[src/rtl/quire_window_arbiter_pkg.sv]
// Shared types for the quire window arbiter.
// Holds the posit<4,0> decoded-product field widths, the decoded beat struct
// carried on every requester lane and the arbiter FSM state type.
package quire_window_arbiter_pkg;

  localparam int unsigned POSIT4_FRAC_W  = 4;
  localparam int unsigned POSIT4_SCALE_W = 4;

  // One decoded posit<4,0> product beat, including window framing.
  typedef struct packed {
    logic                      sign;
    logic                      zero;
    logic                      NaR;
    logic                      sow;
    logic                      eow;
    logic [POSIT4_FRAC_W-1:0]  fraction;
    logic [POSIT4_SCALE_W-1:0] scale;
  } posit4_dec_t;

  typedef enum logic [0:0] {
    StIdle,
    StLocked
  } arb_state_e;

endpackage

[src/rtl/quire_window_arbiter_id_fifo.sv]
// Small ID FIFO: synchronous write/read, asynchronous clear.
// Ports:
//   clk, rst_n         clock, asynchronous active-low clear
//   push_i / data_i    write one entry (ignored while full unless popping)
//   pop_i / data_o     drop the head entry; data_o always shows the head
//   full_o, empty_o    occupancy flags
//   count_o            number of stored entries
module quire_window_arbiter_id_fifo #(
  parameter int unsigned WIDTH = 2,
  parameter int unsigned DEPTH = 4
) (
  input  logic                       clk,
  input  logic                       rst_n,
  input  logic                       push_i,
  input  logic [WIDTH-1:0]           data_i,
  input  logic                       pop_i,
  output logic [WIDTH-1:0]           data_o,
  output logic                       full_o,
  output logic                       empty_o,
  output logic [$clog2(DEPTH+1)-1:0] count_o
);

  localparam int unsigned PtrW = $clog2(DEPTH);
  localparam int unsigned CntW = $clog2(DEPTH + 1);

  logic [WIDTH-1:0] mem_q [DEPTH];
  logic [PtrW-1:0]  wr_ptr_q, rd_ptr_q;
  logic [CntW-1:0]  count_q;
  logic             do_push, do_pop;

  assign full_o  = (count_q == CntW'(DEPTH));
  assign empty_o = (count_q == '0);
  assign count_o = count_q;
  assign data_o  = mem_q[rd_ptr_q];

  assign do_pop  = pop_i & ~empty_o;
  // A push into a full FIFO is only accepted when the head leaves the same cycle.
  assign do_push = push_i & (~full_o | do_pop);

  always_ff @(posedge clk or negedge rst_n) begin
    if (!rst_n) begin
      wr_ptr_q <= '0;
      rd_ptr_q <= '0;
      count_q  <= '0;
      for (int i = 0; i < int'(DEPTH); i++) begin
        mem_q[i] <= '0;
      end
    end else begin
      if (do_push) begin
        mem_q[wr_ptr_q] <= data_i;
        wr_ptr_q        <= wr_ptr_q + 1'b1;
      end
      if (do_pop) begin
        rd_ptr_q <= rd_ptr_q + 1'b1;
      end
      if (do_push && !do_pop) begin
        count_q <= count_q + 1'b1;
      end else if (do_pop && !do_push) begin
        count_q <= count_q - 1'b1;
      end
    end
  end

endmodule

[src/rtl/quire_window_arbiter.sv]
// Shares one quire_4_0 accumulator between NUM_REQ decoded-product streams.
// A requester owns the quire for a whole window (sow..eow); its beats are
// forwarded unchanged except that the first beat always carries sow. The owner
// of each closed window is queued so quire results leave tagged with their ID.
// Ports:
//   clk, rst_n                    clock, asynchronous active-low reset
//   req_*_i / req_rtr_o           per-requester beat streams (packed, 4 bits/lane)
//   q_*_o / q_rtr_i               beat stream to the quire
//   res_rts_i/res_eow_i/res_rtr_o quire result handshake
//   res_rts_o/res_rtr_i/res_id_o  tagged result handshake towards downstream
//   err_sow_o                     sticky sow framing error
//   busy_o                        high while a window is granted
module quire_window_arbiter
  import quire_window_arbiter_pkg::*;
#(
  parameter int unsigned NUM_REQ       = 4,
  parameter int unsigned ID_W          = $clog2(NUM_REQ),
  parameter int unsigned ID_FIFO_DEPTH = 4
) (
  input  logic                                clk,
  input  logic                                rst_n,
  input  logic [NUM_REQ-1:0]                  req_rts_i,
  output logic [NUM_REQ-1:0]                  req_rtr_o,
  input  logic [NUM_REQ-1:0]                  req_sow_i,
  input  logic [NUM_REQ-1:0]                  req_eow_i,
  input  logic [NUM_REQ-1:0]                  req_sign_i,
  input  logic [NUM_REQ-1:0]                  req_zero_i,
  input  logic [NUM_REQ-1:0]                  req_NaR_i,
  input  logic [POSIT4_FRAC_W*NUM_REQ-1:0]    req_fraction_i,
  input  logic [POSIT4_SCALE_W*NUM_REQ-1:0]   req_scale_i,
  input  logic                                q_rtr_i,
  output logic                                q_rts_o,
  output logic                                q_sow_o,
  output logic                                q_eow_o,
  output logic                                q_sign_o,
  output logic                                q_zero_o,
  output logic                                q_NaR_o,
  output logic [POSIT4_FRAC_W-1:0]            q_fraction_o,
  output logic [POSIT4_SCALE_W-1:0]           q_scale_o,
  input  logic                                res_rts_i,
  input  logic                                res_eow_i,
  output logic                                res_rtr_o,
  output logic                                res_rts_o,
  input  logic                                res_rtr_i,
  output logic [ID_W-1:0]                     res_id_o,
  output logic                                err_sow_o,
  output logic                                busy_o
);

  localparam int unsigned CntW = $clog2(ID_FIFO_DEPTH + 1);

  // First requester with rts set, searching upward from ptr with wrap.
  function automatic logic [ID_W-1:0] rr_pick(input logic [NUM_REQ-1:0] rts,
                                               input logic [ID_W-1:0]    ptr);
    logic [ID_W-1:0] pick;
    logic            found;
    int unsigned     idx;
    pick  = ptr;
    found = 1'b0;
    for (int unsigned i = 0; i < NUM_REQ; i++) begin
      idx = (32'(ptr) + i) % NUM_REQ;
      if (!found && rts[idx]) begin
        pick  = ID_W'(idx);
        found = 1'b1;
      end
    end
    return pick;
  endfunction

  posit4_dec_t     req_dec [NUM_REQ];
  posit4_dec_t     sel, q_dec;
  arb_state_e      state_q;
  logic [ID_W-1:0] grant_q, rr_ptr_q, rr_next;
  logic            first_beat_q, err_q;
  logic            locked, beat_fire, win_close;
  logic            fifo_full, fifo_empty, res_pop;
  logic [CntW-1:0] fifo_count;
  logic            unused_fifo_count;

  for (genvar k = 0; k < int'(NUM_REQ); k++) begin : g_unpack
    assign req_dec[k] = {req_sign_i[k], req_zero_i[k], req_NaR_i[k], req_sow_i[k], req_eow_i[k],
                         req_fraction_i[k*POSIT4_FRAC_W +: POSIT4_FRAC_W],
                         req_scale_i[k*POSIT4_SCALE_W +: POSIT4_SCALE_W]};
  end

  assign sel       = req_dec[grant_q];
  assign locked    = (state_q == StLocked);
  assign beat_fire = locked & req_rts_i[grant_q] & q_rtr_i;
  assign win_close = beat_fire & sel.eow;
  assign rr_next   = (grant_q == ID_W'(NUM_REQ - 1)) ? '0 : grant_q + 1'b1;

  always_ff @(posedge clk or negedge rst_n) begin
    if (!rst_n) begin
      state_q      <= StIdle;
      grant_q      <= '0;
      rr_ptr_q     <= '0;
      first_beat_q <= 1'b0;
      err_q        <= 1'b0;
    end else begin
      unique case (state_q)
        StIdle: begin
          // Blocking entry while the ID FIFO is full keeps the close-time push safe.
          if (|req_rts_i && !fifo_full) begin
            grant_q      <= rr_pick(req_rts_i, rr_ptr_q);
            first_beat_q <= 1'b1;
            state_q      <= StLocked;
          end
        end
        StLocked: begin
          if (beat_fire) begin
            // Error on a first beat without sow, or a later beat with sow.
            if (first_beat_q ^ sel.sow) begin
              err_q <= 1'b1;
            end
            first_beat_q <= 1'b0;
            if (sel.eow) begin
              rr_ptr_q <= rr_next;
              state_q  <= StIdle;
            end
          end
        end
        default: state_q <= StIdle;
      endcase
    end
  end

  always_comb begin
    q_dec     = '0;
    q_rts_o   = 1'b0;
    req_rtr_o = '0;
    if (locked) begin
      q_dec              = sel;
      q_dec.sow          = sel.sow | first_beat_q;
      q_rts_o            = req_rts_i[grant_q];
      req_rtr_o[grant_q] = q_rtr_i;
    end
  end

  assign q_sow_o      = q_dec.sow;
  assign q_eow_o      = q_dec.eow;
  assign q_sign_o     = q_dec.sign;
  assign q_zero_o     = q_dec.zero;
  assign q_NaR_o      = q_dec.NaR;
  assign q_fraction_o = q_dec.fraction;
  assign q_scale_o    = q_dec.scale;

  assign res_rts_o = res_rts_i & ~fifo_empty;
  assign res_rtr_o = res_rtr_i & ~fifo_empty;
  assign res_pop   = res_rts_i & res_rtr_i & res_eow_i & ~fifo_empty;
  assign err_sow_o = err_q;
  assign busy_o    = locked;

  quire_window_arbiter_id_fifo #(
    .WIDTH(ID_W),
    .DEPTH(ID_FIFO_DEPTH)
  ) u_id_fifo (
    .clk    (clk),
    .rst_n  (rst_n),
    .push_i (win_close),
    .data_i (grant_q),
    .pop_i  (res_pop),
    .data_o (res_id_o),
    .full_o (fifo_full),
    .empty_o(fifo_empty),
    .count_o(fifo_count)
  );

  assign unused_fifo_count = ^fifo_count;

endmodule

[config.mk]
export PLATFORM = sky130hd
export DESIGN_NAME = quire_window_arbiter
export DESIGN_NICKNAME = d
export VERILOG_FILES = /design/src/rtl/quire_window_arbiter_pkg.sv /design/src/rtl/quire_window_arbiter_id_fifo.sv /design/src/rtl/quire_window_arbiter.sv
export SDC_FILE = /design/constraint.sdc
export NUM_CORES = 1
export LEC_CHECK = 0
export CAP_MARGIN = 20
export CORE_AREA = 2 2 69 71
export CTS_CLUSTER_SIZE = 25
export DETAILED_ROUTE_END_ITERATION = 10
export DIE_AREA = 0 0 71 73
export PLACE_DENSITY = 0.79
export RECOVER_POWER = 25
export SLEW_MARGIN = 20
export SYNTH_ARGS = -nofsm -noshare
export SYNTH_HDL_FRONTEND = slang
export SYNTH_SLANG_ARGS = --single-unit
[constraint.sdc]
create_clock -name clk -period 2.7 [get_ports clk]
set_input_delay 0.54 -clock clk [delete_from_list [all_inputs] [get_ports clk]]
set_output_delay 0.54 -clock clk [all_outputs]
set_load 0.01 [all_outputs]
# Yosys cells after proc, flatten, opt, wreduce, memory -nomap -nowiden
# Cells that the tools add are included.
# op_classes
n_addsub,8
order_cmp,10
eq_ne,4
n_mux,46
bitwise,20
reduce_logical,21
# ops
op,n
$mux W13,3
$bmux W13 S2,1
$mux W1,21
$lt A2 B3 Y1 const B,5
$mux W2,7
$and A1 B1 Y1,10
$bmux W1 S2,5
$ge A3 B3 Y1 const B,3
$not A2 Y3,3
$add A2 B1 Y2 const B,4
$bwmux W8,1
$logic_and A1 B1 Y1,8
$logic_not A1 Y1,6
$mux W3,2
$reduce_and A3 Y1,2
$add A2 B2 Y2 const B,2
$and A4 B4 Y4,1
$bmux W2 S2,1
$demux W2 S2,1
$mux W4,1
$pmux W1 S2,2
$reduce_and A2 Y1,2
$reduce_or A4 Y1,1
$add A3 B1 Y3 const B,1
other kinds (13),16
# totals
reg_bits,22
inputBits,62
output_inout_bits,24

# Depth between registers and ports, before layout
# depth
depth_word,18
depth_mapped,10
mapped_depth_nobuf,9

# Hierarchy
# Synthesis repeated with hierarchy kept, for this count alone.
# unflattened
hier_cells,143
area_unflattened_um2,1734.2
# modules_own_cells
mod,instances,cells_each,area_each_um2,seq_area_each_um2
quire_window_arbiter,1,86,964.7,175.2
quire_window_arbiter_id_fifo,1,57,769.5,375.4

# Worst setup path after synthesis
# No wires, ideal clock.
# synth_path
path_kind,input -> register
from,input req_eow_i[1]
to,register u_id_fifo.count_q[1] (netlist: u_id_fifo.count_o[1])
setup_time_ns,0.125
t_arrival_ns,2.270
slack_ns,0.305
stages,7
path_buffers,1
cell_sequence,mux4_1 > o2111a_1 > buf_6 > ha_1 > inv_1 > fa_1 > mux2_2
# synth_between
elab_chain_len,8
word_cells_on_any_way,10
cone_classes,4 x mux; 2 x bitwise; 4 x reduce/logical
# synth_rtl
item,line,source
start: declaration,quire_window_arbiter.sv:25,"input logic [NUM_REQ-1:0] req_eow_i,"
$bmux W13 S2 *,quire_window_arbiter.sv:86,assign sel = req_dec[grant_q];
$mux W13 (not written as such) * (2 in series),quire_window_arbiter.sv:86,
$and A1 B1 Y1 *,quire_window_arbiter.sv:89,assign win_close = beat_fire & sel.eow;
$and A1 B1 Y1 *,quire_window_arbiter_id_fifo.sv:38,assign do_push = push_i & (~full_o | do_pop);
net u_id_fifo.do_push,quire_window_arbiter_id_fifo.sv:29,"logic do_push, do_pop;"
$logic_not A1 Y1,quire_window_arbiter_id_fifo.sv:58,end else if (do_pop && !do_push) begin
$logic_and A1 B1 Y1,quire_window_arbiter_id_fifo.sv:58,
$reduce_bool A2 Y1 (no source line),--,
end signal: assignment,quire_window_arbiter_id_fifo.sv:57,count_q <= count_q + 1'b1;
end signal: assignment,quire_window_arbiter_id_fifo.sv:59,count_q <= count_q - 1'b1;
end: declaration,quire_window_arbiter_id_fifo.sv:28,logic [CntW-1:0] count_q;
# The timed path passes the listed nets; every way through them passes the cells marked *. The select of a mux whose other input is x is not followed.
# A chain may end at the register's enable or synchronous reset.

# Worst setup path after layout
# layout_path
from,input req_eow_i[3]
to,output q_eow_o
# layout_between
elab_chain_len,4
# layout_rtl
item,line,source
$bmux W13 S2,quire_window_arbiter.sv:86,
$mux W13 (not written as such) (2 in series),quire_window_arbiter.sv:86,
$mux W13,quire_window_arbiter.sv:131,if (locked) begin
end: declaration,quire_window_arbiter.sv:34,"output logic q_eow_o,"
# Every way passes these cells. The select of a mux whose other input is x is not followed.

==> impl_metrics.env <==
export IMPL_drtIter0Drc=57
export IMPL_ir_drop_mv=0.384
export IMPL_io_pins=86
export IMPL_r2r_end="u_id_fifo.count_o[1]"
export IMPL_slew_viol_final=0
export IMPL_h_tree_depth=1
export IMPL_num_rows=25
export IMPL_clkSinkCount=22
export IMPL_power_density_nw_per_um2=906
export IMPL_drive_gt1_frac=0.210
export IMPL_core_um2=4540
export IMPL_dpl_hpwl_um=4020
export IMPL_grt_pass1_vias=1526
export IMPL_synthesis_nets=214
export IMPL_crit_type="in2out"
export IMPL_worstPathRequired_ns=2.16
export IMPL_syn_area_um2=1750
export IMPL_post_drt_wl_per_cell_um=16.4
export IMPL_ys_ff_latch=22
export IMPL_p_leak_nw=1.33
export IMPL_final_setup_viol_count=0
export IMPL_grt_first_pass_wirelength_um=7440
export IMPL_max_cap_violations=0
export IMPL_design_area_um2=2840
export IMPL_portBuffers=85
export IMPL_avgSynthCellArea_um2=12.4
export IMPL_setup_slack_ns=0.0428
export IMPL_dieArea_um2=5180
export IMPL_fmax_ghz=0.376
export IMPL_hold_class="reg2reg"
export IMPL_tritoncts="done"
export IMPL_cts_buffer_depth=2
export IMPL_initial_core_util=0.385
export IMPL_final_common_cell="clkdlybuf4s50_1"
export IMPL_r2r_cells=7
export IMPL_drc=0
export IMPL_clock_latency_ns=0.27
export IMPL_via_per_inst=5.11
export IMPL_drt_total_wl_um=4860
export IMPL_start_kind="input pin"
export IMPL_antenna_found_initial=0
export IMPL_place_congestion=0.816
export IMPL_hold_depth=1
export IMPL_finalHoldViolCount=0
export IMPL_nNetsFinal=317
export IMPL_worst_slew_pin_slew_ns=1.19
export IMPL_holdCritStartpoint="err_sow_o"
export IMPL_yosys_warnings=0
export IMPL_max_slew_margin=0.204
export IMPL_cp_arrival_ns=2.12
export IMPL_diodes=0
export IMPL_dpl_worst_slack_ns=-0.0588
export IMPL_firstDrtPassIters=6
export IMPL_ant_nets=0
export IMPL_worst_clock_skew_ns=0.00340
export IMPL_path_max_fanout=3
export IMPL_grt_overflow_total=0
export IMPL_die_x_um=71
export IMPL_cts_made_buffers=3
export IMPL_syn2layout_area_growth_pct=62.8
export IMPL_holdPathEnd="err_sow_o"
export IMPL_rr_startpoint="grant_q[0]"
export IMPL_final_cell_mix="78 x clkdlybuf4s50_1, 20 x dfrtp_1, 19 x buf_4"
export IMPL_critPathCaptureType="output port"
export IMPL_setup_tns_final_ns=0
export IMPL_yosysSeqAreaShare=0.315
export IMPL_vias=1517
export IMPL_period_share=0.984
export IMPL_cts_root_buf="clkbuf_8"
export IMPL_yosysUniqueCellTypes=34
export IMPL_ff2ff_setup_slack_ns=0.32
export IMPL_path_clk_slew_ns=0.08
export IMPL_grt_max_degree=23
export IMPL_period_needed_ns=2.66
export IMPL_dpl_instance_area_um2=2750
export IMPL_grt_usage=0.191
export IMPL_status="finished clean"
export IMPL_die_y_um=73
export IMPL_syn_inst=141
[per-stage QoR]
stage | std cells | hold slack [ns] | utilization | power (mW)
CTS | 295 | 0.495 | 0.620 | 2.61
detailed placement | 289 | 0.476 | 0.605 | 2.33
floorplan | 141 | 0.244 | - | 1.61
global route | 297 | 0.508 | 0.627 | 2.77
global placement | 289 | 0.450 | 0.605 | 2.29
finish | 297 | 0.491 | 0.627 | 2.58
[flip-flops by register name (all words and copies together), names as in the netlist]
| signal | flops |
|---|---|
| first_beat_q | 1 |
| u_id_fifo.count_o | 3 |
| grant_q | 2 |
| u_id_fifo.mem_q | 8 |
| err_sow_o | 1 |
| u_id_fifo.rd_ptr_q | 2 |
| rr_ptr_q | 2 |
| u_id_fifo.wr_ptr_q | 2 |
| busy_o | 1 |
[Yosys cell counts, drive strengths merged]
cell type	number	share of area
a21o	2	0.0086
a21oi	2	0.0057
a31oi	1	0.0036
and2	15	0.054
and3	5	0.018
and3b	1	0.0050
buf	5	0.021
clkbuf	3	0.0064
dfrtp	22	0.32
fa	1	0.011
ha	10	0.072
inv	9	0.019
mux2	11	0.088
mux2i	1	0.0057
mux4	16	0.22
nand2	10	0.039
nor2	4	0.0086
nor2b	6	0.021
nor3	1	0.0029
o2111a	1	0.0064
o211ai	1	0.0043
o21ai	3	0.0086
o21bai	1	0.0043
o22ai	1	0.0036
o311ai	1	0.0050
or3b	1	0.0050
or4	1	0.0043
xnor2	3	0.015
xor2	3	0.015
[power breakdown]
part,leakage [nW],switching [mW],total (mW),internal (mW)
clock,0.0288,0.108,0.239,0.130
sequential,0.260,0.186,0.677,0.491
combinational,1.05,0.615,1.66,1.05
total,1.33,0.909,2.58,1.67
[layer usage]
metal / vias to the layer above / GRT usage / routed length (um)
met5: - / 0 / 0
met4: 0 / 0.0839 / 147
met3: 14 / 0.0511 / 241
met2: 42 / 0.345 / 2510
met1: 744 / 0.210 / 1960
li1: 717 / - / -
[how the worst max path moves through the flow]
stage / depth (start not counted) / end / slack (ns) / startpoint
after floorplan: 7 / u_id_fifo.count_o[1] / 0.31 / req_eow_i[1]
after global placement: 7 / u_id_fifo.count_o[1] / -0.02 / req_eow_i[1]
after detailed placement: 7 / u_id_fifo.count_o[1] / -0.06 / req_eow_i[1]
after CTS: 4 / q_zero_o / -0.004 / grant_q[0]
after global routing: 4 / q_eow_o / -0.005 / grant_q[0]
final: 4 / q_eow_o / 0.04 / req_eow_i[3]
[kinds of logic (layout without fill, tap and decap cells)]
logic type,after synthesis,count (layout),synth area share
simple gates,44,44,0.158
flops,22,22,0.315
compound gates,13,13,0.0501
fa+ha+maj,11,11,0.0831
buf+inv,17,119,0.0466
mux,28,28,0.317
xor+xnor,6,6,0.0301
[worst max-delay path: stages]
cell,delay (ns)
clkdlybuf4s50_1,0.40
mux4_2,0.52
and2_1,0.18
clkdlybuf4s50_1,0.48
[timing repair]
item | CTS | global route
gates resized for setup | 2 | 8
setup endpoints to repair | 13 | 10
hold buffers | 0 | 0
buffers inserted | 2 | 2
[layout make-up]
class	instances	area [um2]
Clock buffer	4	55.1
Fill cell	385	1690
Inverter	9	33.8
Multi-Input combinational cell	102	1110
Sequential cell	22	553
Tap cell	54	67.6
Timing Repair Buffer	106	1020
No activity file was read; power rests on OpenSTA's default activity.
